### src/rtl/trdb_d5m_pkg.sv
// Shared types and constants for the TRDB-D5M camera sensor emulator.
package trdb_d5m_pkg;

   // Emulated sensor pixel bus width.
   localparam int PIX_W   = 12;
   // Frame counter width; the counter wraps 255 -> 0.
   localparam int FRAME_W = 8;
   // Width of the column/row/duration counters (legal sizes go up to 4095).
   localparam int CNT_W   = 12;

   typedef enum logic [2:0] {
      ST_IDLE,
      ST_FV_LEAD,
      ST_LINE,
      ST_HBLANK,
      ST_FV_TRAIL,
      ST_VBLANK
   } emu_state_t;

   // FVAL is high in every state between FV_LEAD entry and VBLANK entry.
   function automatic logic state_in_frame(input emu_state_t s);
      return (s == ST_FV_LEAD) || (s == ST_LINE) ||
             (s == ST_HBLANK)  || (s == ST_FV_TRAIL);
   endfunction

endpackage

### src/rtl/trdb_d5m_sensor_emu.sv
// TRDB-D5M sensor emulator: generates a pixel clock at ul1Clock/2 and a
// FVAL/LVAL framed test pattern (col + row + frame) on the pixel bus.
// All outputs are registered and only change on a pixel tick (the cycle on
// which ul1PixelClock falls), so they are stable at its rising edge.
// Optional feature: define TRDB_D5M_EMU_SNAPSHOT_EN to switch from
// free-running frames to one frame per ul1SnapshotTrigger rising edge.
module trdb_d5m_sensor_emu
   import trdb_d5m_pkg::*;
#(
   parameter int P_COLS      = 16,
   parameter int P_ROWS      = 8,
   parameter int P_HBLANK    = 4,
   parameter int P_VBLANK    = 8,
   parameter int P_FV_LV_GAP = 2
) (
   input  logic             ul1Clock,
   input  logic             ul1Reset_n,
   input  logic             ul1Enable,
   input  logic             ul1SnapshotTrigger,
   output logic             ul1PixelClock,
   output logic [PIX_W-1:0] ul12PixelData,
   output logic             ul1LineValid,
   output logic             ul1FrameValid,
   output logic             ul1SnapshotStrobe
);

   // Last count value of each timed state (states last N ticks: 0..N-1).
   localparam logic [CNT_W-1:0] COLS_LAST   = CNT_W'(P_COLS - 1);
   localparam logic [CNT_W-1:0] ROWS_LAST   = CNT_W'(P_ROWS - 1);
   localparam logic [CNT_W-1:0] HBLANK_LAST = CNT_W'(P_HBLANK - 1);
   localparam logic [CNT_W-1:0] VBLANK_LAST = CNT_W'(P_VBLANK - 1);
   localparam logic [CNT_W-1:0] GAP_LAST    = CNT_W'(P_FV_LV_GAP - 1);
   localparam logic [CNT_W-1:0] CNT_ONE     = CNT_W'(1);
   localparam logic [FRAME_W-1:0] FRAME_ONE = FRAME_W'(1);

   emu_state_t         state_q, state_d;
   logic               pclk_q, pclk_d;
   logic               tick;
   logic [CNT_W-1:0]   dur_q, dur_d;
   logic [CNT_W-1:0]   col_q, col_d;
   logic [CNT_W-1:0]   row_q, row_d;
   logic [FRAME_W-1:0] frame_q, frame_d;
   logic               fval_q, fval_d;
   logic               lval_q, lval_d;
   logic               strobe_q, strobe_d;
   logic [PIX_W-1:0]   data_q, data_d;
   logic               start;

   // The pixel clock falls on the edge after a cycle where it is high.
   assign pclk_d = ~pclk_q;
   assign tick   = pclk_q;

`ifdef TRDB_D5M_EMU_SNAPSHOT_EN
   logic trig_q, trig_d;
   logic trig_prev_q, trig_prev_d;
   logic pending_q, pending_d;
   logic trig_edge;

   assign trig_edge = trig_q & ~trig_prev_q;
   assign start     = pending_q;

   // Latch one frame request per trigger edge seen while idle; edges
   // arriving while a frame (including its VBLANK) is in progress are dropped.
   always_comb begin
      trig_d      = ul1SnapshotTrigger;
      trig_prev_d = trig_q;
      pending_d   = pending_q;
      if (state_q != ST_IDLE) begin
         pending_d = 1'b0;
      end else if (tick && pending_q) begin
         pending_d = 1'b0;
      end else if (trig_edge && ul1Enable) begin
         pending_d = 1'b1;
      end
   end

   // Trigger synchroniser, edge history and pending-request flag.
   always_ff @(posedge ul1Clock or negedge ul1Reset_n) begin
      if (!ul1Reset_n) begin
         trig_q      <= 1'b0;
         trig_prev_q <= 1'b0;
         pending_q   <= 1'b0;
      end else begin
         trig_q      <= trig_d;
         trig_prev_q <= trig_prev_d;
         pending_q   <= pending_d;
      end
   end
`else
   // Free-running build: the trigger input has no function.
   logic unused_trigger;
   assign unused_trigger = ul1SnapshotTrigger;
   assign start          = ul1Enable;
`endif

   // Next-state, counter and output computation; everything holds between ticks.
   always_comb begin
      state_d = state_q;
      dur_d   = dur_q;
      col_d   = col_q;
      row_d   = row_q;
      frame_d = frame_q;
      if (tick) begin
         unique case (state_q)
            ST_IDLE: begin
               if (start) begin
                  state_d = ST_FV_LEAD;
                  dur_d   = '0;
               end
            end
            ST_FV_LEAD: begin
               if (dur_q == GAP_LAST) begin
                  state_d = ST_LINE;
                  dur_d   = '0;
                  col_d   = '0;
                  row_d   = '0;
               end else begin
                  dur_d = dur_q + CNT_ONE;
               end
            end
            ST_LINE: begin
               if (col_q == COLS_LAST) begin
                  col_d = '0;
                  dur_d = '0;
                  if (row_q == ROWS_LAST) begin
                     // Last row goes straight to the trailing gap, no HBLANK.
                     state_d = ST_FV_TRAIL;
                     row_d   = '0;
                  end else begin
                     state_d = ST_HBLANK;
                  end
               end else begin
                  col_d = col_q + CNT_ONE;
               end
            end
            ST_HBLANK: begin
               if (dur_q == HBLANK_LAST) begin
                  state_d = ST_LINE;
                  dur_d   = '0;
                  col_d   = '0;
                  row_d   = row_q + CNT_ONE;
               end else begin
                  dur_d = dur_q + CNT_ONE;
               end
            end
            ST_FV_TRAIL: begin
               if (dur_q == GAP_LAST) begin
                  state_d = ST_VBLANK;
                  dur_d   = '0;
                  frame_d = frame_q + FRAME_ONE;
               end else begin
                  dur_d = dur_q + CNT_ONE;
               end
            end
            ST_VBLANK: begin
               if (dur_q == VBLANK_LAST) begin
                  // Enable is only sampled here, so dropping it never cuts a frame short.
                  state_d = start ? ST_FV_LEAD : ST_IDLE;
                  dur_d   = '0;
               end else begin
                  dur_d = dur_q + CNT_ONE;
               end
            end
            default: begin
               state_d = ST_IDLE;
               dur_d   = '0;
            end
         endcase
      end

      // Outputs are decoded from the next state so they register on the tick.
      fval_d = state_in_frame(state_d);
      lval_d = (state_d == ST_LINE);
      if (state_d == ST_LINE) begin
         data_d = col_d + row_d + PIX_W'(frame_d);
      end else begin
         data_d = '0;
      end
`ifdef TRDB_D5M_EMU_SNAPSHOT_EN
      strobe_d = fval_d;
`else
      strobe_d = 1'b0;
`endif
   end

   // State, counters and registered outputs; reset aborts any frame at once.
   always_ff @(posedge ul1Clock or negedge ul1Reset_n) begin
      if (!ul1Reset_n) begin
         state_q  <= ST_IDLE;
         pclk_q   <= 1'b0;
         dur_q    <= '0;
         col_q    <= '0;
         row_q    <= '0;
         frame_q  <= '0;
         fval_q   <= 1'b0;
         lval_q   <= 1'b0;
         strobe_q <= 1'b0;
         data_q   <= '0;
      end else begin
         state_q  <= state_d;
         pclk_q   <= pclk_d;
         dur_q    <= dur_d;
         col_q    <= col_d;
         row_q    <= row_d;
         frame_q  <= frame_d;
         fval_q   <= fval_d;
         lval_q   <= lval_d;
         strobe_q <= strobe_d;
         data_q   <= data_d;
      end
   end

   assign ul1PixelClock     = pclk_q;
   assign ul12PixelData     = data_q;
   assign ul1LineValid      = lval_q;
   assign ul1FrameValid     = fval_q;
   assign ul1SnapshotStrobe = strobe_q;

endmodule

### config.mk
export PLATFORM = sky130hd
export DESIGN_NAME = trdb_d5m_sensor_emu
export DESIGN_NICKNAME = d
export VERILOG_FILES = /design/src/rtl/trdb_d5m_pkg.sv /design/src/rtl/trdb_d5m_sensor_emu.sv
export SDC_FILE = /design/constraint.sdc
export NUM_CORES = 1
export LEC_CHECK = 0
export BUFFER_PORTS_ARGS = -buffer_cell sky130_fd_sc_hd__buf_2
export CAP_MARGIN = 10
export CORE_ASPECT_RATIO = 1.1
export CORE_MARGIN = 3
export CORE_UTILIZATION = 56
export DETAILED_ROUTE_END_ITERATION = 16
export PLACE_DENSITY_LB_ADDON = 0.05
export SLEW_MARGIN = 20
export SYNTH_ARGS = -nofsm -noshare
export SYNTH_HDL_FRONTEND = slang
export SYNTH_SLANG_ARGS = --single-unit
### constraint.sdc
create_clock -name ul1Clock -period 4.4 [get_ports ul1Clock]
set_clock_uncertainty 0.1 [all_clocks]
set_input_delay 0.44 -clock ul1Clock [delete_from_list [all_inputs] [get_ports ul1Clock]]
set_output_delay 0.44 -clock ul1Clock [all_outputs]
set_load 0.05 [all_outputs]
==> results by group, run 1 <==
Cells and area
  – Share of layout cells above drive strength 1: 26.0%
  – Fillers: 566
  – Layout net count: 576
  – Core Util, Final: 72.5%
  – Layout area overhead: 24.8%
  – ANT cells: 0

Timing
  – Tightest Pin Transition: 0.970 ns
  – Unrepaired setup endpoints after global routing: true
  – Final min period: 4.32 ns
  – Final hold viol count: 0
  – Max Fclk: 0.231 GHz
  – Max_slew headroom: 35.3%
  – Fin Hold WS: 0.135 ns
  – Final period utilization: 98.2%
  – Final setup fails: 0
  – Final Max Tran Viols: 0

Logic synthesis
  – Main combinational cell family by area after synthesis: simple AND/OR/NAND/NOR gates
  – Post-synthesis mux area share: 0.790%
  – Flops & latches, synth: 62
  – EDFF count, synth: 0
  – Area leader, netlist: dfrtp_1
  – Syn Std Cell Area: 4120 um^2
  – Synth top cells by count: 62 x dfrtp_1, 40 x nor2_1, 35 x inv_1, 35 x o21ai_0, 27 x nand2_1
  – Seq/Total Area, Yosys: 37.7%
  – Share of the synthesized area in the top cell type: 37.7%
  – Ranking of synthesized cells by area: dfrtp_1 38%, ha_1 5.5%, fa_1 4.4%, o21ai_0 4.3%, nor2_1 3.6%
  – Share of synthesized registers carrying an async set or reset: 100%
  – Syn_area_per_cell: 9.01 um^2
  – Post-synth net total: 488
  – Post-synthesis simple-gate area fraction: 24.6%
  – Compound-Gate Fraction of Synth Area: 18.5%
  – Post-synth top flop: dfrtp_1
  – Count leader, synth: dfrtp_1
  – Adder-cell share of the synthesized area: 9.84%
  – Post-Synth XOR/XNOR Area: 3.83%
  – Yosys warning total: 0
  – Library cells used by synthesis: 66
  – Mapped Cells: 457

CTS
  – Clock sink count: 62
  – Max Root-Sink Buffers: 2
  – Hold-fix buffers, CTS: 0
  – Worst skew pair latency: 0.34 ns
  – Cts bufs inserted: 9
  – TritonCTS clock tree: yes
  – Clock slew at reported path FFs: 0.07 ns
  – H-tree levels: 3
  – Root buf cell: clkbuf_8

Drt
  – Routed length per instance: 17.0 um
  – Via Count: 3816
  – Iteration-0 DRC Markers: 293
  – Vias/cell: 6.02
  – Antenna viol nets, final: 0
  – Detailed Route WL: 10.7 mm
  – DRC violations left: 0
  – DRT Pass-1 Iters: 5

Setup path
  – Endpoint class of the critical path: flop
  – WS Path Type: reg2reg
  – Critical path startpoint category: flop
  – WP data arrival: 4.48 ns
  – Worst EP required: 4.56 ns
  – Critical path peak fanout: 5

Pwr
  – P per Cell Area: 224 nW/um^2
  – Worst IR drop on VDD: 239 uV
  – Overall power: 1.15 mW
  – Static leakage: 2.54 nW

GRT
  – Global-route wire length before repair: 17.7 mm
  – Initial antenna violation count: 0
  – Vias in the first global route: 3752
  – Total GRT Usage: 27.1%
  – Largest net degree at the start of global routing: 43
  – GRT overflow: 0

Die
  – DIE AREA: 8420 um^2
  – Initial cell density of the core: 58.1%
  – Die Width: 87.8 um
  – Cell Rows: 32
  – IO Pins: 20
  – Die Y: 96.0 um
  – Core Area: 7090 um^2

Placement
  – DP Wirelength: 8.10 mm
  – PortBufs: 17
  – Placer Congestion: 0.931

Outcome
  – Outcome: completed

Worst hold path
  – Worst min path class: in2async

Flow run
  – Max-cap violations: 0
-- per-stage QoR --
stage,instances,setup WS (ns),area [um^2],setup TNS (ns)
3_3_place_gp,611,-0.0848,4760,-0.104
5_1_grt,634,-0.0906,5140,-0.147
4_1_cts,633,-0.0286,5050,-0.0286
6_report,634,0.0802,5140,0
2_1_floorplan,457,0.00211,4130,0
3_5_place_dp,611,-0.194,4760,-0.344
-- per-layer routing --
| layer | wire, um | share of wire (%) | global-route usage, % |
|---|---|---|---|
| met5 | 0 | 0 | 0 |
| met4 | 246 | 2.3 | 8.70 |
| met3 | 485 | 4.5 | 5.14 |
| met2 | 5520 | 51 | 48.1 |
| met1 | 4500 | 42 | 32.8 |
-- final timing paths --
| path | slack, ns | endpoint | startpoint | cells after the start |
|---|---|---|---|---|
| worst min register to register | 0.42 | frame_q[7]$_DFF_PN0_ | frame_q[7]$_DFF_PN0_ | 1 |
| worst max-delay path | 0.08 | ul12PixelData[10]$_DFF_PN0_ | dur_q[7]$_DFFE_PN0P_ | 17 |
| max in group asynchronous | 3.20 | ul12PixelData[8]$_DFF_PN0_ | ul1Reset_n | 2 |
| min in group ul1Clock | 0.42 | frame_q[7]$_DFF_PN0_ | frame_q[7]$_DFF_PN0_ | 1 |
| worst max register to register | 0.08 | ul12PixelData[10]$_DFF_PN0_ | dur_q[7]$_DFFE_PN0P_ | 17 |
| worst min-delay path | 0.13 | dur_q[6]$_DFFE_PN0P_ | ul1Reset_n | 1 |
-- cell families (layout without fill, tap and decap cells) --
kind of cell	Yosys count	in the layout
AND/OR/NAND/NOR	184	184
AO/OA/AOI/OAI	113	113
flip-flops	62	62
buffers and inverters	49	141
adder cells (fa/ha/maj)	27	27
XOR/XNOR	18	18
multiplexers	3	3
other	1	1
-- final cells by class --
class                   count  area, um^2  area share, %
multi-input cells         346        2480           48.3
flip-flops and latches     62        1550           30.2
repair buffers             91         644           12.5
clock buffers              11         151           2.95
inverters                  35         131           2.56
well taps                  85         106           2.07
clock inverters             4        70.1           1.36
-- repair_timing --
item	in CTS	in global routing
setup buffers	7	1
pin swaps	18	15
gates resized for setup	11	21
setup endpoints to repair	5	5
-- critical path: stages, from the launching register on --
cell and delay [ns]:
dfrtp_1 0.38, or4_4 0.59, or3_4 0.44, nor2_4 0.15, nand4_1 0.17, buf_4 0.19, nor2b_1 0.13, o21ai_1 0.18
o31a_1 0.21, fa_1 0.40, inv_1 0.07, ha_2 0.29, o21a_1 0.18, o32a_1 0.18, o21ai_2 0.08, o21bai_1 0.11
a21oi_1 0.17, mux2i_1 0.20
-- report_power, final --
part           switching [mW]  total, mW  leakage, nW  internal, mW
sequential                  0      0.570        0.828         0.570
clock                   0.223      0.568        0.115         0.345
combinational          0.0131     0.0144         1.60       0.00132
-- cell usage in the layout, fill, tap and decap left out, types with 4 or more instances in the layout --
cell type	synthesis	layout
nand4_1	12	12
nand3b_1	4	4
nor2_1	40	38
nand2b_1	8	8
o21ai_0	35	27
and3_1	14	14
xor2_1	10	10
nor3_1	10	9
nand3_1	23	23
o21ai_2	0	4
fa_1	9	8
nand2_1	27	27
o211ai_1	5	5
nor2b_1	10	9
ha_1	18	16
o21a_1	4	4
dfrtp_1	62	62
inv_1	35	35
o21ai_1	2	6
xnor2_1	8	7
buf_4	2	73
a21oi_1	14	11
nor4_1	5	5
o31a_1	7	7
clkbuf_8	0	11
nor4bb_1	4	4
a31oi_1	7	7
buf_2	1	17
o31ai_1	8	8
or3_1	4	4
o22a_1	4	4
-- state kept, by name (all words and copies together) (netlist names) --
register / flops
ul1LineValid: 1
ul12PixelData: 12
ul1PixelClock: 1
frame_q: 8
col_q: 12
row_q: 12
ul1FrameValid: 1
state_q: 3
dur_q: 12
Note: power is estimated with default switching activity, not from simulation.
==> run 2: changes to the inputs <==
--- a/config.mk
+++ b/config.mk
@@ -7,7 +7,7 @@
 export LEC_CHECK = 0
 export BUFFER_PORTS_ARGS = -buffer_cell sky130_fd_sc_hd__buf_2
 export CAP_MARGIN = 10
-export CORE_ASPECT_RATIO = 1.1
+export CORE_ASPECT_RATIO = 1.75
 export CORE_MARGIN = 3
 export CORE_UTILIZATION = 56
 export DETAILED_ROUTE_END_ITERATION = 16
==> run 2 against run 1 <==
Cell area grew 5.5%. Hold slack lost 0.058 ns. Count of clock-buffer cells in the layout grew 1. Non-clock buffer count grew 22. Global-route usage grew 3.7 points. First-iteration DRC count shrank 6.5%. Critical path type unchanged. Largest cell class unchanged.
==> results by group, run 2 (same netlist as run 1, synthesis figures left out) <==
Timing
  – Final period utilization: 98.0%
  – Final setup fails: 0
  – Max Fclk: 0.232 GHz
  – Setup TNS: 0 ns
  – Tightest Pin Transition: 0.787 ns
  – Max_slew headroom: 47.0%
  – Unrepaired setup endpoints after global routing: true
  – Final hold viol count: 0
  – Final Max Tran Viols: 0
  – Final min period: 4.31 ns
  – Fin Hold WS: 0.0765 ns

Die
  – Initial cell density of the core: 58.8%
  – DIE AREA: 8460 um^2
  – Cell Rows: 40
  – Core Area: 7010 um^2
  – Die Y: 119 um
  – IO Pins: 20
  – Die Width: 70.8 um

GRT
  – GRT overflow: 0
  – Total GRT Usage: 30.7%
  – Global-route wire length before repair: 20.2 mm
  – Largest net degree at the start of global routing: 33
  – Initial antenna violation count: 0
  – Vias in the first global route: 4216

Drt
  – Vias/cell: 6.10
  – Detailed Route WL: 12.4 mm
  – Via Count: 3993
  – DRT Pass-1 Iters: 5
  – DRC violations left: 0
  – Routed length per instance: 18.9 um
  – Iteration-0 DRC Markers: 274
  – Antenna viol nets, final: 0

Pwr
  – Static leakage: 2.66 nW
  – Net Sw Power: 0.266 mW
  – Cell Int Power: 0.979 mW
  – Gate power share: 1.2%
  – Clock power frac: 53.0%
  – Reg power frac: 45.8%
  – P per Cell Area: 230 nW/um^2
  – Sw frac: 21.3%
  – Worst IR drop on VDD: 234 uV

Placement
  – DP Wirelength: 9.17 mm
  – PortBufs: 17
  – Post-DP Area: 4920 um^2
  – Placer Congestion: 0.966

Setup path
  – WS Path Type: reg2reg
  – Critical path peak fanout: 5
  – R2R depth: 16
  – Worst setup endpoint: ul12PixelData[11]$_DFF_PN0_
  – R2R setup slack: 0.09 ns
  – Worst EP required: 4.49 ns
  – Reg2reg start: dur_q[7]$_DFFE_PN0P_
  – Endpoint class of the critical path: flop
  – Critical path startpoint category: flop
  – CP Launch Point: dur_q[7]$_DFFE_PN0P_
  – WP data arrival: 4.40 ns
  – Worst r2r dst: ul12PixelData[11]$_DFF_PN0_

CTS
  – Clock slew at reported path FFs: 0.05 ns
  – Clock sink count: 62
  – H-tree levels: 3
  – TritonCTS clock tree: yes
  – Hold-fix buffers, CTS: 0
  – Cts bufs inserted: 9
  – Root buf cell: clkbuf_16
  – Worst skew pair latency: 0.33 ns
  – Max Root-Sink Buffers: 2

Cells and area
  – Core Util, Final: 77.4%
  – Layout area overhead: 31.6%
  – Fin area: 5420 um^2
  – Share of layout cells above drive strength 1: 30.3%
  – ANT cells: 0
  – Layout net count: 598
  – Most common cell after layout, fill and taps aside: buf_4
  – Most frequent cells in the layout: 94 x buf_4, 62 x dfrtp_1, 37 x nor2_1

Worst hold path
  – Worst min path class: in2async

Flow run
  – Max-cap violations: 0

Outcome
  – Outcome: completed
## run 2: cell types whose count changed in the layout (fill, tap and decap cells not counted), moves of 2 or more
cell	delta
buf_4	+21
clkbuf_8	-9
clkbuf_16	+9
bufinv_16	-2
inv_2	+2
o21ai_4	+3
o21ai_0	-2
clkinvlp_4	+2
inv_1	-2
## run 2: layout make-up
type                            instances  area (um^2)
Timing Repair Buffer                  113          813
Sequential cell                        62         1550
Inverter                               35          131
Fill cell                             504         1590
Clock buffer                           12          256
Clock inverter                          3         20.0
Tap cell                               84          105
Multi-Input combinational cell        346         2540
## run 2: what timing repair did
action                                  in CTS  in global routing
endpoints found under the setup margin       5                  6
pin swaps                                   21                 21
gates resized for setup                     22                 26
buffers inserted                             7                  3
endpoints found under the hold margin        0                  0
## run 2: power by group through the flow
stage          clock (mW)  combinational [mW]  sequential, mW
3_5_place_dp            0              0.0153           0.581
2_1_floorplan           0             0.00267           0.581
5_1_grt             0.688              0.0168           0.570
6_report            0.660              0.0146           0.571
3_3_place_gp            0              0.0150           0.581
4_1_cts             0.665              0.0152           0.571
## run 2: how the worst min path moves through the flow
stage | slack, ns | to | depth (start not counted) | start
2_1_floorplan | 0.04 | col_q[0]$_DFF_PN0_ | 0 | ul1Reset_n
3_3_place_gp | 0.37 | frame_q[7]$_DFF_PN0_ | 1 | frame_q[7]$_DFF_PN0_
3_5_place_dp | 0.38 | frame_q[7]$_DFF_PN0_ | 1 | frame_q[7]$_DFF_PN0_
4_1_cts | 0.1 | dur_q[2]$_DFFE_PN0P_ | 1 | ul1Reset_n
5_1_grt | 0.14 | dur_q[0]$_DFFE_PN0P_ | 1 | ul1Reset_n
6_report | 0.08 | dur_q[2]$_DFFE_PN0P_ | 1 | ul1Reset_n
## run 2: per-layer routing
layer	vias up	track usage, %	wire, um
met5	-	0	0
li1	1872	-	-
met4	0	18.7	734
met3	55	4.65	414
met1	1943	30.7	4310
met2	123	57.3	6910
## run 2: critical path, stage by stage (launching register included)
cell	delay (ns)
dfrtp_1	0.37
or4_4	0.59
or3_4	0.46
o31a_1	0.25
a31oi_1	0.17
o21ai_2	0.09
fa_1	0.49
ha_2	0.19
inv_2	0.04
fa_2	0.35
nor2b_4	0.16
o21ai_4	0.08
a21boi_2	0.19
o211ai_1	0.15
a21oi_2	0.20
o211ai_1	0.11
nor3b_2	0.16
## run 2: metrics by stage
step	worst slack (ns)	power, mW	instances
3_5_place_dp	-0.380	0.596	632
4_1_cts	-0.00987	1.25	652
2_1_floorplan	0.00211	0.583	457
3_3_place_gp	-0.214	0.596	632
6_report	0.0859	1.25	655
5_1_grt	-0.108	1.27	655
==> run 3: changes to the inputs <==
==> constraint.sdc (replaced) <==
create_clock -name ul1Clock -period 4.4 [get_ports ul1Clock]
set_clock_uncertainty 0.1 [all_clocks]
set_input_delay 1.32 -clock ul1Clock [delete_from_list [all_inputs] [get_ports ul1Clock]]
set_output_delay 1.32 -clock ul1Clock [all_outputs]
set_load 0.05 [all_outputs]
==> run 3 against run 2 <==
Worst setup slack got worse by 0.077 ns. Utilization rose by 0.80 points. Register-to-register slack got worse by 0.08 ns. Critical path depth fell by 1. Routed wire length fell by 1.5%. Sequential power barely moved. Sequential share of layout area fell by 0.29 points. Combinational power barely moved. Cell area rose by 1.0%. Final cell count rose by 0.31%.
==> results by group, run 3 (same netlist as run 1, synthesis figures left out) <==
Outcome
  – Outcome: completed

CTS
  – Worst skew pair latency: 0.33 ns
  – Root buf cell: clkbuf_16
  – Max Root-Sink Buffers: 2
  – TritonCTS clock tree: yes
  – Clock slew at reported path FFs: 0.05 ns
  – Clock sink count: 62
  – H-tree levels: 3
  – Cts bufs inserted: 9

GRT
  – GRT overflow: 0
  – Largest net degree at the start of global routing: 46
  – Global-route wire length before repair: 19.8 mm
  – Vias in the first global route: 4216
  – Initial antenna violation count: 1
  – Total GRT Usage: 30.4%

Cells and area
  – Final non-filler cell total: 657
  – Most common cell after layout, fill and taps aside: buf_4
  – Share of layout cells above drive strength 1: 30.4%
  – Most frequent cells in the layout: 95 x buf_4, 62 x dfrtp_1, 37 x nor2_1
  – Layout area overhead: 33.0%
  – Layout net count: 599

Die
  – Cell Rows: 40
  – Initial cell density of the core: 58.8%
  – IO Pins: 20
  – Core Area: 7010 um^2
  – Die Y: 119 um
  – Die Width: 70.8 um
  – DIE AREA: 8460 um^2

Setup path
  – Worst EP required: 4.56 ns
  – WS Path Type: reg2reg
  – Critical path startpoint category: flop
  – Endpoint class of the critical path: flop
  – WP data arrival: 4.55 ns
  – Critical path peak fanout: 5

Drt
  – Antenna viol nets, final: 0
  – DRC violations left: 0
  – DRT Pass-1 Iters: 4
  – Detailed Route WL: 12.2 mm
  – Iteration-0 DRC Markers: 308
  – Routed length per instance: 18.6 um
  – Vias/cell: 6.07
  – Via Count: 3988

Timing
  – Fin Hold WS: 0.394 ns
  – Unrepaired setup endpoints after global routing: true
  – Final setup fails: 0
  – Final Max Tran Viols: 0
  – Max Fclk: 0.228 GHz
  – Final hold viol count: 0
  – Final worst slack: 0.00935 ns
  – Final min period: 4.39 ns
  – Tightest Pin Transition: 0.604 ns
  – Final period utilization: 99.8%
  – Max_slew headroom: 59.3%

Placement
  – Dpl cells: 628
  – Dpl ws: -0.330 ns
  – Placer Congestion: 0.942
  – PortBufs: 17
  – DP Wirelength: 9.11 mm

Pwr
  – Overall power: 1.36 mW
  – Static leakage: 2.71 nW
  – Worst IR drop on VDD: 302 uV
  – P per Cell Area: 248 nW/um^2

Flow run
  – Max-cap violations: 0

Worst hold path
  – Worst min path class: reg2reg
## run 3: per-layer routing
| layer | GRT usage [%] | wire length (um) |
|---|---|---|
| met1 | 28.2 | 4060 |
| met2 | 56.0 | 6830 |
| met3 | 6.17 | 422 |
| met4 | 22.2 | 877 |
| met5 | 0 | 0 |
## run 3: report_power, final
part	internal [mW]	total (mW)	switching, mW
clock	0.521	0.774	0.253
sequential	0.571	0.571	0
combinational	0.00157	0.0149	0.0134
## run 3: area by class of cell
class | instances | area (um^2)
tap | 84 | 105
clock buffer | 11 | 253
inverter | 35 | 131
timing repair buffer | 114 | 836
antenna | 1 | 2.50
fill | 488 | 1530
sequential | 62 | 1550
clock inverter | 4 | 70.1
multi-input combinational | 346 | 2530
## run 3: worst paths after layout
path,startpoint,end,slack [ns],cells past startpoint
worst max-delay path,dur_q[7]$_DFFE_PN0P_,ul12PixelData[10]$_DFF_PN0_,0.009,15
worst min-delay path,frame_q[7]$_DFF_PN0_,frame_q[7]$_DFF_PN0_,0.39,1
worst max register to register,dur_q[7]$_DFFE_PN0P_,ul12PixelData[10]$_DFF_PN0_,0.009,15
worst min register to register,frame_q[7]$_DFF_PN0_,frame_q[7]$_DFF_PN0_,0.39,1
max in group asynchronous,ul1Reset_n,dur_q[9]$_DFFE_PN0P_,2.62,2
min in group asynchronous,ul1Reset_n,dur_q[0]$_DFFE_PN0P_,0.90,1
## run 3: critical path: stages (launching register included)
cell	delay [ns]
dfrtp_1	0.37
or4_4	0.59
or3_4	0.46
nor2_4	0.18
buf_12	0.13
nand4_1	0.14
o31a_1	0.39
fa_1	0.52
inv_2	0.05
ha_4	0.15
or2_2	0.32
or3_1	0.33
o21ai_2	0.16
o21bai_1	0.10
a21oi_2	0.14
mux2i_1	0.19
## run 3: timing repair
item / 4_1_cts / 5_1_grt
resized for setup: 12 / 31
endpoints found under the setup margin: 5 / 6
hold buffers: 0 / 0
pin swaps: 13 / 13
endpoints found under the hold margin: 0 / 0
setup buffers: 10 / 3
## run 3: per-stage QoR
step | util, % | setup TNS (ns) | area (um^2)
2_1_floorplan | - | 0 | 4130
3_3_place_gp | 70.0 | -0.638 | 4900
3_5_place_dp | 70.0 | -0.904 | 4900
4_1_cts | 76.0 | 0 | 5330
5_1_grt | 78.2 | -0.289 | 5480
6_report | 78.2 | 0 | 5480
